$ cat config.mk
export PLATFORM = sky130hd
export DESIGN_NAME = tt_ctrl_sel
export DESIGN_NICKNAME = d
export VERILOG_FILES = /design/src/rtl/tt_ctrl_pkg.sv /design/src/rtl/tt_ctrl_sync.sv /design/src/rtl/tt_ctrl_sel.sv
export SDC_FILE = /design/constraint.sdc
export NUM_CORES = 1
export LEC_CHECK = 0
export ABC_AREA = 1
export ABC_CLOCK_PERIOD_IN_PS = 1700
export BUFFER_PORTS_ARGS = -buffer_cell sky130_fd_sc_hd__buf_2
export CORE_ASPECT_RATIO = 0.5
export CORE_MARGIN = 2
export CORE_UTILIZATION = 40
export DETAILED_ROUTE_END_ITERATION = 8
export GPL_ROUTABILITY_DRIVEN = 0
export GPL_TIMING_DRIVEN = 0
export SYNTH_ARGS = -nofsm -noshare
export SYNTH_HDL_FRONTEND = slang
export SYNTH_SLANG_ARGS = --single-unit
$ cat constraint.sdc
create_clock -name clk -period 1.7 [get_ports clk]
set_input_delay 0.255 -clock clk [delete_from_list [all_inputs] [get_ports clk]]
set_output_delay 0.255 -clock clk [all_outputs]
set_load 0.01 [all_outputs]
$ cat src/rtl/tt_ctrl_pkg.sv
// Shared types and default constants for the tt_ctrl_sel control-pad front end.
// The FSM state type and the default parameter values live here.
package tt_ctrl_pkg;

    typedef enum logic [1:0] {
        SELECT = 2'd0,
        SETTLE = 2'd1,
        ACTIVE = 2'd2
    } state_t;

    localparam int TT_ADDR_W      = 10;
    localparam int TT_N_DESIGNS   = 1024;
    localparam int TT_SYNC_STAGES = 2;
    localparam int TT_SETTLE_CYC  = 4;
    localparam int TT_DEB_CYC     = 8;

endpackage

$ cat src/rtl/tt_ctrl_sync.sv
// Pad input synchroniser (STAGES flops, reset to 0) with an optional debouncer
// whose output follows the input only after DEB_CYC consecutive stable samples.
module tt_ctrl_sync
    import tt_ctrl_pkg::*;
#(
    parameter int STAGES  = TT_SYNC_STAGES,
    parameter bit DEB_EN  = 1'b0,
    parameter int DEB_CYC = TT_DEB_CYC
) (
    input  logic clk,
    input  logic rst_n,
    input  logic d,
    output logic q
);

    logic [STAGES-1:0] chain;

    // NOTE: sequential state uses non-blocking assignments so every flop samples
    // the pre-edge value of its neighbour; blocking here would collapse the chain.
    always_ff @(posedge clk or negedge rst_n) begin
        if (!rst_n) begin
            chain <= '0;
        end else begin
            chain <= {chain[STAGES-2:0], d};
        end
    end

    generate
        if (DEB_EN) begin : g_deb
            localparam int CNT_W = (DEB_CYC > 1) ? $clog2(DEB_CYC) : 1;

            logic [CNT_W-1:0] cnt;
            logic             stable;

            // cnt counts consecutive samples that disagree with the current output.
            always_ff @(posedge clk or negedge rst_n) begin
                if (!rst_n) begin
                    cnt    <= '0;
                    stable <= 1'b0;
                end else if (chain[STAGES-1] == stable) begin
                    cnt <= '0;
                end else if (cnt == CNT_W'(DEB_CYC - 1)) begin
                    stable <= chain[STAGES-1];
                    cnt    <= '0;
                end else begin
                    cnt <= cnt + CNT_W'(1);
                end
            end

            assign q = stable;
        end else begin : g_pass
            assign q = chain[STAGES-1];
        end
    endgenerate

endmodule

$ cat src/rtl/tt_ctrl_sel.sv
// Control-pad front end: synchronises the pads, counts select pulses into an
// address and hands the enable over only after a settle window.
// Optional debouncing of inc/ena is compiled in with `define TT_CTRL_DEBOUNCE_EN.
module tt_ctrl_sel
    import tt_ctrl_pkg::*;
#(
    parameter int ADDR_W      = TT_ADDR_W,
    parameter int N_DESIGNS   = TT_N_DESIGNS,
    parameter int SYNC_STAGES = TT_SYNC_STAGES,
    parameter int SETTLE_CYC  = TT_SETTLE_CYC,
    parameter int DEB_CYC     = TT_DEB_CYC
) (
    input  logic              clk,
    input  logic              rst_n,
    input  logic              pad_sel_rst_n,
    input  logic              pad_sel_inc,
    input  logic              pad_ena,
    output logic [ADDR_W-1:0] sel_addr,
    output logic              sel_ena,
    output logic              sel_busy,
    output logic              sel_ovf
);

`ifdef TT_CTRL_DEBOUNCE_EN
    localparam bit DEB_EN = 1'b1;
`else
    localparam bit DEB_EN = 1'b0;
`endif

    localparam int                CNT_W     = (SETTLE_CYC > 1) ? $clog2(SETTLE_CYC) : 1;
    localparam logic [ADDR_W-1:0] LAST_ADDR = ADDR_W'(N_DESIGNS - 1);

    logic s_rst_n;
    logic s_inc;
    logic s_ena;
    logic s_inc_d;
    logic inc_rise;

    state_t            state;
    state_t            state_nx;
    logic [CNT_W-1:0]  settle_cnt;
    logic [CNT_W-1:0]  settle_nx;
    logic [ADDR_W-1:0] addr_nx;
    logic              ovf_nx;

    // The selection reset is never debounced so it always acts after SYNC_STAGES.
    tt_ctrl_sync #(
        .STAGES  (SYNC_STAGES),
        .DEB_EN  (1'b0),
        .DEB_CYC (DEB_CYC)
    ) u_sync_rst (
        .clk   (clk),
        .rst_n (rst_n),
        .d     (pad_sel_rst_n),
        .q     (s_rst_n)
    );

    tt_ctrl_sync #(
        .STAGES  (SYNC_STAGES),
        .DEB_EN  (DEB_EN),
        .DEB_CYC (DEB_CYC)
    ) u_sync_inc (
        .clk   (clk),
        .rst_n (rst_n),
        .d     (pad_sel_inc),
        .q     (s_inc)
    );

    tt_ctrl_sync #(
        .STAGES  (SYNC_STAGES),
        .DEB_EN  (DEB_EN),
        .DEB_CYC (DEB_CYC)
    ) u_sync_ena (
        .clk   (clk),
        .rst_n (rst_n),
        .d     (pad_ena),
        .q     (s_ena)
    );

    assign inc_rise = s_inc & ~s_inc_d;

    // NOTE: every variable gets a default at the top of always_comb, so no path
    // leaves one unassigned and no latch is inferred.
    always_comb begin
        state_nx  = state;
        settle_nx = settle_cnt;
        case (state)
            SELECT: begin
                if (s_rst_n && !inc_rise && s_ena) begin
                    state_nx  = SETTLE;
                    settle_nx = CNT_W'(SETTLE_CYC - 1);
                end
            end
            SETTLE: begin
                if (!s_rst_n || !s_ena) begin
                    state_nx = SELECT;
                end else if (settle_cnt == '0) begin
                    state_nx = ACTIVE;
                end else begin
                    settle_nx = settle_cnt - CNT_W'(1);
                end
            end
            ACTIVE: begin
                if (!s_rst_n || !s_ena) begin
                    state_nx = SELECT;
                end
            end
            default: state_nx = SELECT;
        endcase
    end

    // Address only moves in SELECT, so it can never change under an enabled design.
    always_comb begin
        addr_nx = sel_addr;
        ovf_nx  = sel_ovf;
        if (!s_rst_n) begin
            addr_nx = '0;
            ovf_nx  = 1'b0;
        end else if (inc_rise && (state == SELECT)) begin
            if (sel_addr == LAST_ADDR) begin
                addr_nx = '0;
                ovf_nx  = 1'b1;
            end else begin
                addr_nx = sel_addr + ADDR_W'(1);
            end
        end
    end

    // Outputs are registered from the next state so sel_ena changes on the same
    // edge the FSM enters or leaves ACTIVE.
    always_ff @(posedge clk or negedge rst_n) begin
        if (!rst_n) begin
            state      <= SELECT;
            settle_cnt <= '0;
            s_inc_d    <= 1'b0;
            sel_addr   <= '0;
            sel_ovf    <= 1'b0;
            sel_ena    <= 1'b0;
            sel_busy   <= 1'b1;
        end else begin
            state      <= state_nx;
            settle_cnt <= settle_nx;
            s_inc_d    <= s_inc;
            sel_addr   <= addr_nx;
            sel_ovf    <= ovf_nx;
            sel_ena    <= (state_nx == ACTIVE);
            sel_busy   <= (state_nx != ACTIVE);
        end
    end

endmodule

==> flow_summary.json, run 1 <==
{
  "outcome": "finished clean",
  "yosys-top-cells-area": "dfrtp_1 (53%), nand2_1 (12%), inv_1 (6.3%)",
  "drtPass1Iterations": 4,
  "syn-num-nets": 135,
  "slowest_stage": "dfrtp_1",
  "clkPwrFrac": 0.412,
  "comb_power_share": 0.083,
  "p_leak_nw": 0.687,
  "hpwl_um": 1320,
  "yosysWarnings": 0,
  "routedWlPerCell_um": 9.64,
  "p_seq_frac": 0.505,
  "synth-seq-cells": 24,
  "grt_usage": 0.132,
  "overflow": 0,
  "clock_sinks": 24,
  "ant_nets": 0,
  "maxSlewHeadroom": 0.652,
  "synth.distinct_cells": 19,
  "rows": 13,
  "drive_gt1_frac": 0.227,
  "min_period_ps": 1380,
  "wl_um": 1800,
  "ctsRootBufferMaster": "clkbuf_8",
  "cts-buffers-inserted": 3,
  "intPower_w": 0.000951,
  "hold_violations": 0,
  "setup_slack_ps": 317,
  "powerDensity_nw_per_um2": 939,
  "grt_max_degree": 25,
  "multiInputGateArea_um2": 383,
  "synth_top_cell_area_share": 0.534,
  "num-nets-final": 158,
  "cp_num_buf_inv": 2,
  "synthToLayoutAreaGrowth_pct": 19.7,
  "via_per_inst": 4.45,
  "yosys.area.top_type": "dfrtp_1",
  "ir_drop_mv": 0.538,
  "regArea_um2": 602,
  "synth_most_common_cell": "nand2_1",
  "crit_fanout": 5,
  "holdWs_ps": 85.2,
  "synth_edf_count": 0,
  "slew_viol_final": 0,
  "clkTransAtPathRegs_ps": 90,
  "max_cap_viol_count": 0,
  "switchingPower_w": 0.000262,
  "max_stage_delay_ps": 410,
  "postSynthCellCount": 128,
  "clock.fmax_ghz": 0.723,
  "htree_levels": 1,
  "nFillCells": 278,
  "tightest_slew_ps": 521,
  "fin_setup_tns_ps": 0,
  "path_cells": "ha_1 -> nand3_1 -> inv_2 -> nand3_1 -> nand2_1 -> nand2_2 -> inv_2 -> nor2_1",
  "ys.flop_type": "dfrtp_1",
  "layout_worst_path_cycle_share": 0.813,
  "cts.path.max_buffers": 2,
  "n_antenna_cell": 0,
  "syn_area_um2": 1080,
  "drc": 0,
  "grt_pass1_vias": 689,
  "die-area_um2": 3150,
  "cts_tree": "yes",
  "io-pin-count": 18,
  "post_cts_resize_count": 0,
  "start_util": 0.420,
  "rsz0062_at_grt": "false",
  "drtIter0Drc": 51,
  "required_ps": 1870,
  "port_buffers": 17,
  "hold_path.class": "in2reg",
  "die_h_um": 40.7,
  "core_area_um2": 2570,
  "async_reset_ff_frac": 1.00,
  "synth_common_cells": "nand2_1 (35), dfrtp_1 (23), inv_1 (18), nor2_1 (17), nand3_1 (8)",
  "critical_path_class": "reg2reg",
  "netSwitchingFraction": 0.216,
  "grt_pass1_wl_um": 3010,
  "arrival_ps": 1550,
  "pre_cts_ws_ps": 313,
  "start_kind": "register",
  "cp_top_family": "simple AND/OR/NAND/NOR gates",
  "seq_area_frac_synth": 0.558,
  "clock_latency_ps": 270,
  "finalSetupViolations": 0,
  "num_vias": 833,
  "avgSynthCellArea_um2": 8.43,
  "die-width_um": 77.4,
  "finClkSkew_ps": 2.56,
  "antenna_found_initial": 0,
  "worst_setup_path_end_kind": "register"
}
-- layout make-up --
type / count / area share
Clock inverter: 1 / 0.0233
Clock buffer: 3 / 0.0320
Multi-Input combinational cell: 82 / 0.297
Buffer: 2 / 0.0145
Sequential cell: 24 / 0.466
Tap cell: 37 / 0.0359
Timing Repair Buffer: 18 / 0.0736
Inverter: 20 / 0.0581
-- routing by layer --
layer / global-route usage / vias up / part of all wire
met5: 0 / - / 0
met4: 0.0268 / 0 / 0.011
met3: 0.0529 / 2 / 0.050
met2: 0.222 / 15 / 0.46
met1: 0.166 / 380 / 0.48
li1: - / 436 / -
-- kinds of logic after synthesis --
| group | count (synthesis) | share of synthesized area |
|---|---|---|
| buffers and inverters | 22 | 0.0870 |
| adders and majority gates | 2 | 0.0232 |
| and+or+nand+nor | 70 | 0.280 |
| xor gates and xnor gates | 1 | 0.00812 |
| AOI/OAI and AO/OA | 9 | 0.0441 |
| DFF | 24 | 0.558 |
-- worst paths after layout --
path | endpoint | slack [ps] | cells after the start | start
max in group asynchronous | sel_busy | 850 | 2 | rst_n
max reg2reg | sel_addr[7] | 320 | 8 | sel_addr[0]
max | sel_addr[7] | 320 | 8 | sel_addr[0]
min reg2reg | u_sync_inc.chain[1] | 350 | 0 | u_sync_inc.chain[0]
min | u_sync_inc.chain[0] | 90 | 1 | pad_sel_inc
min in group asynchronous | settle_cnt[0] | 480 | 2 | rst_n
-- what timing repair did --
action                                 CTS  global route
endpoints found under the hold margin   23             0
hold buffers                             1             0
setup buffers                            0             0
-- flip-flops by register name, indices dropped and copies added, names as in the netlist --
signal and flops:
sel_addr 10, settle_cnt 2, state 2, u_sync_ena.chain 2, u_sync_inc.chain 2, u_sync_rst.chain 2
s_inc_d 1, sel_busy 1, sel_ena 1, sel_ovf 1
-- layout by cell type, fill, tap and decap left out, types with 2 or more instances in the layout --
| cell type | count |
|---|---|
| buf_2 | 17 |
| nand3_1 | 8 |
| nand2_2 | 3 |
| nand4_1 | 2 |
| a21oi_1 | 2 |
| nor2_2 | 4 |
| inv_2 | 2 |
| dfrtp_1 | 23 |
| ha_1 | 2 |
| nand2_1 | 35 |
| o21ai_0 | 5 |
| nor2_1 | 17 |
| clkbuf_8 | 3 |
| inv_1 | 18 |
-- power groups by stage --
| stage | Clock (W) | Sequential, W | Combinational (W) |
|---|---|---|---|
| 2_1_floorplan | 0 | 0.000624 | 0.0000653 |
| 3_3_place_gp | 0 | 0.000623 | 0.0000985 |
| 3_5_place_dp | 0 | 0.000624 | 0.000101 |
| 4_1_cts | 0.000514 | 0.000613 | 0.000104 |
| 5_1_grt | 0.000544 | 0.000618 | 0.000120 |
| 6_report | 0.000500 | 0.000612 | 0.000100 |
-- worst reg2reg max path: stages, from the launching register on --
cell	delay, ps
dfrtp_1	410
ha_1	200
nand3_1	150
inv_2	100
nand3_1	120
nand2_1	100
nand2_2	70
inv_2	90
nor2_1	50
-- metrics by stage --
stage          cells  instance area [um^2]  total power (W)  utilization
4_1_cts          187                  1290          0.00123        0.502
6_report         187                  1290          0.00121        0.502
3_5_place_dp     182                  1210         0.000726        0.471
5_1_grt          187                  1290          0.00128        0.502
2_1_floorplan    128                  1080         0.000690            -
3_3_place_gp     182                  1210         0.000722        0.471
Note: power is estimated with default switching activity, not from simulation.
==> inputs of run 2 (changes only) <==
Settings changed: ABC_CLOCK_PERIOD_IN_PS 1700 to 1250.
Clock period 1.7 ns to 1.25 ns, I/O delays scaled along.
==> flow_summary.json, run 2 (synthesized netlist as in run 1, its figures left out) <==
{
  "n_antenna_cell": 0,
  "setup_slack_ps": 11.2,
  "slew_viol_final": 0,
  "core_area_um2": 2570,
  "overflow": 0,
  "start_kind": "register",
  "arrival_ps": 1460,
  "port_buffers": 17,
  "die-width_um": 77.4,
  "num_vias": 906,
  "maxSlewHeadroom": 0.641,
  "ir_drop_mv": 0.655,
  "clock_sinks": 24,
  "cts-buffers-inserted": 3,
  "drive_gt1_frac": 0.363,
  "drtIter0Drc": 52,
  "placed_area_um2": 1220,
  "powerDensity_nw_per_um2": 1210,
  "pre_cts_ws_ps": -74.1,
  "drc": 0,
  "largest_reg_flops": 10,
  "min_period_ps": 1240,
  "crit_fanout": 3,
  "tightest_slew_ps": 538,
  "critical_path_class": "reg2reg",
  "finClkSkew_ps": 9.12,
  "worst_setup_path_end_kind": "register",
  "via_per_inst": 4.60,
  "drtPass1Iterations": 4,
  "die-area_um2": 3150,
  "clkTransAtPathRegs_ps": 90,
  "final_core_util": 0.553,
  "grt_pass1_vias": 690,
  "clock_latency_ps": 270,
  "outcome": "finished clean",
  "ctsRootBufferMaster": "clkbuf_8",
  "routedWlPerCell_um": 10.9,
  "io-pin-count": 18,
  "die_h_um": 40.7,
  "ant_nets": 0,
  "num-nets-final": 168,
  "cts_tree": "yes",
  "start_util": 0.420,
  "rows": 13,
  "hold_violations": 0,
  "dp.cells": 182,
  "antenna_found_initial": 0,
  "layout_commonest_cell": "nand2_1",
  "grt_usage": 0.134,
  "largest_register": "sel_addr",
  "max_cap_viol_count": 0,
  "clock.fmax_ghz": 0.807,
  "holdWs_ps": 24.0,
  "cts.path.max_buffers": 2,
  "finalSetupViolations": 0,
  "hold_path.class": "in2reg",
  "hpwl_um": 1390,
  "grt_pass1_wl_um": 3140,
  "p_leak_nw": 0.730,
  "rsz0062_at_grt": "true",
  "final_area_um2": 1420,
  "synthToLayoutAreaGrowth_pct": 31.8,
  "wl_um": 2150,
  "stdcell_count": 197,
  "required_ps": 1470,
  "layout_worst_path_cycle_share": 0.991,
  "grt_max_degree": 25,
  "final_cell_mix": "nand2_1 (34), dfrtp_1 (22), buf_2 (18), inv_1 (16), nor2_1 (12)",
  "htree_levels": 1
}
==> run 2: cell types whose count changed in the layout (fill, tap and decap cells not counted), moves of 3 or more <==
| cell | before | now |
|---|---|---|
| nor2_2 | 4 | 9 |
| o21ai_1 | 1 | 4 |
| buf_4 | 1 | 10 |
| o21ai_0 | 5 | 2 |
| nor2_1 | 17 | 12 |
==> run 2: final timing paths <==
kind                                      from                   to  slack [ps]  cells past startpoint
min in group asynchronous                rst_n          sel_addr[1]         430                      2
hold / removal                         pad_ena  u_sync_ena.chain[0]          20                      1
setup reg to reg                   sel_addr[1]              sel_ovf          10                      7
setup / recovery                   sel_addr[1]              sel_ovf          10                      7
max in group asynchronous                rst_n             state[1]         430                      2
hold reg to reg            u_sync_rst.chain[0]  u_sync_rst.chain[1]         350                      0
==> run 2: layout make-up <==
class	count	area, um^2
plain buffers	2	18.8
fillers	246	1150
flip-flops and latches	24	603
multi-input cells	82	439
well taps	37	46.3
clock inverters	1	30.0
repair buffers	28	168
inverters	20	75.1
clock buffers	3	41.3
==> run 2: what timing repair did <==
item	CTS	global route
pin swaps	4	10
endpoints found under the hold margin	23	0
endpoints found under the setup margin	7	12
gates cloned	0	1
hold buffers	1	0
buffers inserted	6	3
resized for setup	1	16
==> run 2: stage by stage <==
step                setup TNS, ps  power (W)
CTS                             0    0.00170
finish                          0    0.00172
global placement             -213   0.000984
floorplan                       0   0.000938
global route                 -554    0.00180
detailed placement           -304   0.000990
==> run 2: critical path: stages, from the launching register on <==
cell     delay (ps)
dfrtp_1         380
ha_2            210
nand3_2         100
inv_2           100
nand3_4          80
buf_4           140
nor2_1           80
o21a_1          110
==> run 2: power breakdown <==
part           internal (W)  switching (W)  total, W
clock              0.000428       0.000257  0.000685
sequential         0.000816      0.0000208  0.000836
combinational     0.0000854       0.000116  0.000201
==> run 2: layer usage <==
metal,global-route usage,part of all wire
met1,0.189,0.49
met2,0.204,0.46
met3,0.0441,0.043
met4,0.0268,0.0056
met5,0,0
